`src/rtl/yapay_zeka_carpma_birimi_pkg.sv`:
```
// Shared constants for the lane-wise dot-product consumer: drain depth, FSM encodings, default lane width.
package yapay_zeka_carpma_birimi_pkg;

  localparam int unsigned YZC_BOSALT_GECIKMESI = 2;
  localparam int unsigned YZC_SERIT_BIT        = 8;

  localparam logic [1:0] YZC_BOS    = 2'd0;
  localparam logic [1:0] YZC_CALIS  = 2'd1;
  localparam logic [1:0] YZC_BOSALT = 2'd2;
  localparam logic [1:0] YZC_SONUC  = 2'd3;

endpackage

```
`src/rtl/yapay_zeka_serit_carpici.sv`:
```
// One signed lane multiplier with a registered product that holds while the pipeline is stalled.
module yapay_zeka_serit_carpici
  import yapay_zeka_carpma_birimi_pkg::*;
#(
  parameter int unsigned SERIT_BIT = YZC_SERIT_BIT
) (
  input  logic                          clk_i,
  input  logic                          rst_i,
  input  logic                          ddb_durdur_i,
  input  logic signed [SERIT_BIT-1:0]   a_i,
  input  logic signed [SERIT_BIT-1:0]   b_i,
  output logic signed [2*SERIT_BIT-1:0] carpim_o
);

  always_ff @(posedge clk_i) begin
    if (rst_i) begin
      carpim_o <= '0;
    end else if (!ddb_durdur_i) begin
      carpim_o <= a_i * b_i;
    end
  end

endmodule

```
`src/rtl/yapay_zeka_carpma_birimi.sv`:
```
// Accumulates the packed signed lane dot product over one RUN and presents the sum with a one-cycle valid.
// Define YAPAY_ZEKA_DOYGUNLUK_EN to saturate the accumulator on overflow instead of wrapping.
module yapay_zeka_carpma_birimi
  import yapay_zeka_carpma_birimi_pkg::*;
#(
  parameter int unsigned SERIT_SAYISI = 4,
  parameter int unsigned SERIT_BIT    = YZC_SERIT_BIT,
  parameter int unsigned TOPLAM_BIT   = 32
) (
  input  logic                  clk_i,
  input  logic                  rst_i,
  input  logic                  ddb_durdur_i,
  input  logic                  carpma_rst_i,
  input  logic [31:0]           deger1_i,
  input  logic [31:0]           deger2_i,
  output logic [TOPLAM_BIT-1:0] sonuc_o,
  output logic                  sonuc_gecerli_o,
  output logic                  tasma_o
);

  localparam int unsigned GENIS_BIT = TOPLAM_BIT + 2*SERIT_BIT + $clog2(SERIT_SAYISI) + 1;
  localparam int unsigned SAYAC_BIT = $clog2(YZC_BOSALT_GECIKMESI + 1);

  logic [1:0]                             durum;
  logic [SAYAC_BIT-1:0]                   sayac;
  logic                                   gecerli1;
  logic [TOPLAM_BIT-1:0]                  akum;
  logic [TOPLAM_BIT-1:0]                  akum_sonraki;
  logic                                   tasma_r;
  logic                                   kabul;
  logic                                   tasar;
  logic [SERIT_SAYISI-1:0][2*SERIT_BIT-1:0] carpim;
  logic signed [GENIS_BIT-1:0]            agac;
  logic signed [GENIS_BIT-1:0]            tam;
  logic [GENIS_BIT-TOPLAM_BIT:0]          ust;

  // Beats arriving while draining or presenting a result are not captured.
  assign kabul = !carpma_rst_i && !ddb_durdur_i && ((durum == YZC_BOS) || (durum == YZC_CALIS));

  for (genvar k = 0; k < SERIT_SAYISI; k++) begin : g_serit
    yapay_zeka_serit_carpici #(
      .SERIT_BIT(SERIT_BIT)
    ) u_carpici (
      .clk_i       (clk_i),
      .rst_i       (rst_i),
      .ddb_durdur_i(ddb_durdur_i),
      .a_i         (deger1_i[k*SERIT_BIT +: SERIT_BIT]),
      .b_i         (deger2_i[k*SERIT_BIT +: SERIT_BIT]),
      .carpim_o    (carpim[k])
    );
  end

  // Sum is formed wide so that both tree and accumulate overflow show up as non-sign bits above the result.
  always_comb begin
    agac = '0;
    for (int unsigned k = 0; k < SERIT_SAYISI; k++) begin
      agac = agac + GENIS_BIT'($signed(carpim[k]));
    end
    tam   = GENIS_BIT'($signed(akum)) + agac;
    ust   = tam[GENIS_BIT-1:TOPLAM_BIT-1];
    tasar = !((ust == '0) || (ust == '1));
`ifdef YAPAY_ZEKA_DOYGUNLUK_EN
    if (tasma_r) begin
      akum_sonraki = akum;
    end else if (tasar) begin
      akum_sonraki = tam[GENIS_BIT-1] ? {1'b1, {(TOPLAM_BIT-1){1'b0}}}
                                      : {1'b0, {(TOPLAM_BIT-1){1'b1}}};
    end else begin
      akum_sonraki = tam[TOPLAM_BIT-1:0];
    end
`else
    akum_sonraki = tam[TOPLAM_BIT-1:0];
`endif
  end

  always_ff @(posedge clk_i) begin
    if (rst_i) begin
      durum    <= YZC_BOS;
      sayac    <= '0;
      gecerli1 <= 1'b0;
      akum     <= '0;
      tasma_r  <= 1'b0;
      sonuc_o  <= '0;
      tasma_o  <= 1'b0;
    end else if (!ddb_durdur_i) begin
      gecerli1 <= kabul;
      if (kabul && (durum == YZC_BOS)) begin
        akum    <= '0;
        tasma_r <= 1'b0;
      end else if (gecerli1) begin
        akum    <= akum_sonraki;
        tasma_r <= tasma_r | tasar;
      end

      case (durum)
        YZC_BOS: begin
          if (kabul) durum <= YZC_CALIS;
        end
        YZC_CALIS: begin
          if (carpma_rst_i) begin
            durum <= YZC_BOSALT;
            sayac <= SAYAC_BIT'(YZC_BOSALT_GECIKMESI);
          end
        end
        YZC_BOSALT: begin
          // Result is latched on the edge the counter reaches 0 so it is visible during SONUC.
          sayac <= sayac - SAYAC_BIT'(1);
          if (sayac == SAYAC_BIT'(1)) begin
            durum   <= YZC_SONUC;
            sonuc_o <= akum;
            tasma_o <= tasma_r;
          end
        end
        default: begin
          durum <= YZC_BOS;
        end
      endcase
    end
  end

  assign sonuc_gecerli_o = (durum == YZC_SONUC);

endmodule

```
`config.mk`:
```
export PLATFORM = sky130hd
export DESIGN_NAME = yapay_zeka_carpma_birimi
export DESIGN_NICKNAME = d
export VERILOG_FILES = /design/src/rtl/yapay_zeka_carpma_birimi_pkg.sv /design/src/rtl/yapay_zeka_serit_carpici.sv /design/src/rtl/yapay_zeka_carpma_birimi.sv
export SDC_FILE = /design/constraint.sdc
export NUM_CORES = 1
export LEC_CHECK = 0
export CORE_AREA = 2 2 176 178
export DETAILED_ROUTE_END_ITERATION = 8
export DIE_AREA = 0 0 178 180
export PLACE_DENSITY_LB_ADDON = 0.1
export REMOVE_ABC_BUFFERS = 1
export SETUP_SLACK_MARGIN = 0.2
export SYNTH_ARGS = -nofsm -noshare
export SYNTH_HDL_FRONTEND = slang
export SYNTH_SLANG_ARGS = --single-unit
export TNS_END_PERCENT = 20
```
`constraint.sdc`:
```
create_clock -name clk_i -period 5.6 [get_ports clk_i]
set_clock_uncertainty 0.05 [all_clocks]
set_input_delay 1.12 -clock clk_i [delete_from_list [all_inputs] [get_ports clk_i]]
set_output_delay 1.12 -clock clk_i [all_outputs]
set_load 0.005 [all_outputs]
```
==> results.toml <==
[timing]
fin_crit_ns = 5.259
slew_viol_final = 0
rsz0062_at_grt = "true"
worstMarginPinSlew_ns = 1.007
fmax_mhz = 190.2
setup_tns_ns = 0
setup_viol = 0
fin_crit_sh_pct = 93.91
slew_headroom_pct = 32.75
finalHoldViolCount = 0

[worst_setup_path]
critical_path_buf_inv_count = 3
start_kind = "input pin"
crit_chain = "clkdlybuf4s50_1 -> and2_1 -> fa_1 -> inv_1 -> fa_1 -> inv_1 -> fa_1 -> fa_1 -> ha_1 -> o21ai_0 -> a21boi_1 -> o21ai_1 -> a21oi_2 -> o21ai_0 -> a21oi_1 -> mux2i_1 -> o311ai_0"
endpoint_kind = "flip-flop"
critPathMaxFanout = 4
crit_cells = 17
critical_path.slowest_cell = "fa_1"
reg2regPathDepth = 17
cp_top_family = "adder cells"
crit_type = "input pin to flip-flop"
max_stage_delay_ns = 0.55
arrival_ns = 5.49
required_ns = 5.83
worst_path_most_repeated_cell = "fa_1"

[job]
drv_cap = 0

[clock_tree]
holdBufCountCts = 0
cts_root_buf = "clkbuf_16"
cts_num_sinks = 135
numCtsBuffers = 17
cts.clk_slew.worst_paths_ns = 0.06
clock_path_buffers = 2
cts_max_level = 4
clk_latency_ns = 0.44
cts_tree = "built"

[yosys]
synth_flop_cell = "dfxtp_1"
yosysUniqueCellTypes = 62
async_reset_ff_share_pct = 0
synth_seq_area_share_pct = 14.34
synth_edf_count = 0
syn_area_mm2 = 0.01885
synth_seq_cells = 135
synthCells = 2198
syn_avg_cell_area_um2 = 8.577
synth_warnings = 0

[detailed_routing]
firstDrtPassIters = 7
wl_per_cell_um = 14.59
wirelength_um = 41460
vias = 14670
drt_iter0_drc = 703
route.detailed.drc = 0
final_antenna_net_count = 0
routed_via_density = 5.165

[placement]
routabilityCongestion = 0.8995
port_buffers = 101
post-dp-hpwl_um = 34720

[grt]
grt_pass1_vias = 15410
overflow = 0
grt_pass1_wl_um = 72000
antenna_found_initial = 0
track_usage_pct = 27.72
grt_max_degree = 59

[pwr]
power_mw = 10.26
irDropWorstVdd_v = 0.0002910
p_leak_nw = 10.96
p_per_area_mw_per_mm2 = 464.7

[layout]
post-route-util_pct = 73.13
nFillCells = 2363
fin_nets = 2970
antennaDiodeCount = 0
drive_above_1_share_pct = 8.875
multi_input_area_mm2 = 0.01388
syn_to_final_growth_pct = 17.11
seq_area_mm2 = 0.002703

[die]
rows = 64
initial_core_util_pct = 62.45
fp.dieW_um = 178
core_area_mm2 = 0.03019
fp.dieArea_mm2 = 0.03204
fp.dieH_um = 180
io_pins = 102

[worst_hold_path]
hold_depth = 2
hp-class = "flip-flop to flip-flop"

[outcome]
status = "complete, no violations"
[cell families after synthesis]
group	after synthesis	synth area share (%)
AO/OA/AOI/OAI	262	8.489
buffers and inverters	616	12.27
multiplexers	23	1.228
flip-flops	135	14.34
AND/OR/NAND/NOR	607	16.02
XOR/XNOR	86	3.996
adder cells (fa/ha/maj)	469	43.67
[Yosys cell counts (all sizes together), types with 3 or more instances]
master   count  area share, %
a32oi        4           0.19
nor3        23           0.64
nand3       17           0.45
a2111oi      3           0.27
nor2       117            2.3
xnor2       71            3.3
o211ai       6           0.24
nand2      194            3.9
a21boi       9           0.36
ha         154             10
a21o         8           0.32
clkbuf      33           0.66
fa         315             33
nor2b       16           0.53
and3        14           0.46
a22oi       18           0.74
o311ai       3           0.14
nor4b        6           0.28
and2       168            5.6
nand4        3           0.10
a21oi      118            3.1
or4b         4           0.21
inv        571             11
or2          6           0.20
mux2i       22            1.2
a31oi        4           0.13
o21bai       3           0.12
xor2        15           0.70
nand3b       3           0.12
a211oi       7           0.31
o21ai       52            1.4
o22ai        9           0.30
dfxtp      135             14
buf         11           0.22
nand2b      25           0.83
or3          4           0.14
o21a         3           0.12
[layer usage]
layer | vias up | routed length, um | GRT usage, %
li1 | 7129 | - | -
met1 | 7207 | 18190 | 36.85
met2 | 290 | 21240 | 49.09
met3 | 47 | 1448 | 2.644
met4 | 0 | 584 | 5.967
met5 | - | 0 | 0
[cells in the final DEF, fill, tap and decap left out, types with 81 or more instances in the layout]
cell type,n
clkdlybuf4s50_1,81
ha_1,154
fa_1,315
buf_4,161
inv_1,571
dfxtp_1,135
a21oi_1,117
nand2_1,194
and2_1,168
nor2_1,117
[cell type report]
class,instances,area share (%)
clock buffers,20,2.114
clock inverters,11,0.6631
inverters,572,9.725
multi-input cells,1447,62.86
flip-flops and latches,135,12.24
well taps,396,2.244
repair buffers,260,10.15
[worst reg2reg max path: stages, from the launching register on]
cell and delay, ns:
dfxtp_1 0.47, inv_1 0.45, fa_1 0.67, inv_1 0.05, fa_1 0.48, inv_1 0.05, fa_1 0.48, inv_1 0.04
ha_1 0.35, a21oi_1 0.23, o21ai_0 0.19, a21oi_1 0.24, o221ai_2 0.20, a2111oi_4 0.43, nor3_2 0.10, xnor2_1 0.20
xnor2_1 0.14, a21oi_1 0.08
[registers in the layout (all words and copies together) (netlist names)]
signal                      cells
akum                           32
durum                           2
g_serit.u_carpici.carpim_o     64
gecerli1                        1
sayac                           2
sonuc_o                        32
tasma_o                         1
tasma_r                         1
[through the flow]
stage	area [um^2]	hold WS [ns]	worst slack, ns	cells
5_1_grt	22080	0.4168	0.1417	2841
3_5_place_dp	21380	0.3963	-0.2586	2808
3_3_place_gp	21380	0.3908	-0.1591	2808
4_1_cts	21990	0.4050	0.2013	2839
6_report	22080	0.4018	0.3410	2841
2_1_floorplan	18690	0.3758	0.5882	2154
[path summary, 6_finish.rpt]
check / from / endpoint / slack (ns)
worst max-delay path: deger1_i[15] / g_serit[1].u_carpici.carpim_o[14] / 0.34
worst min-delay path: sonuc_o[19] / sonuc_o[19] / 0.40
worst max register to register: g_serit[1].u_carpici.carpim_o[15] / tasma_r / 0.60
worst min register to register: sonuc_o[19] / sonuc_o[19] / 0.40
[power breakdown]
group | internal (mW) | switching, mW
logic | 3.60 | 4.22
registers | 1.12 | 0.136
clock network | 0.734 | 0.450
total | 5.46 | 4.80
[timing repair]
action,4_1_cts,5_1_grt
endpoints found under the setup margin,1,16
pin swaps,0,8
setup buffers,0,2
gates resized for setup,1,36
No activity file was read; power rests on OpenSTA's default activity.
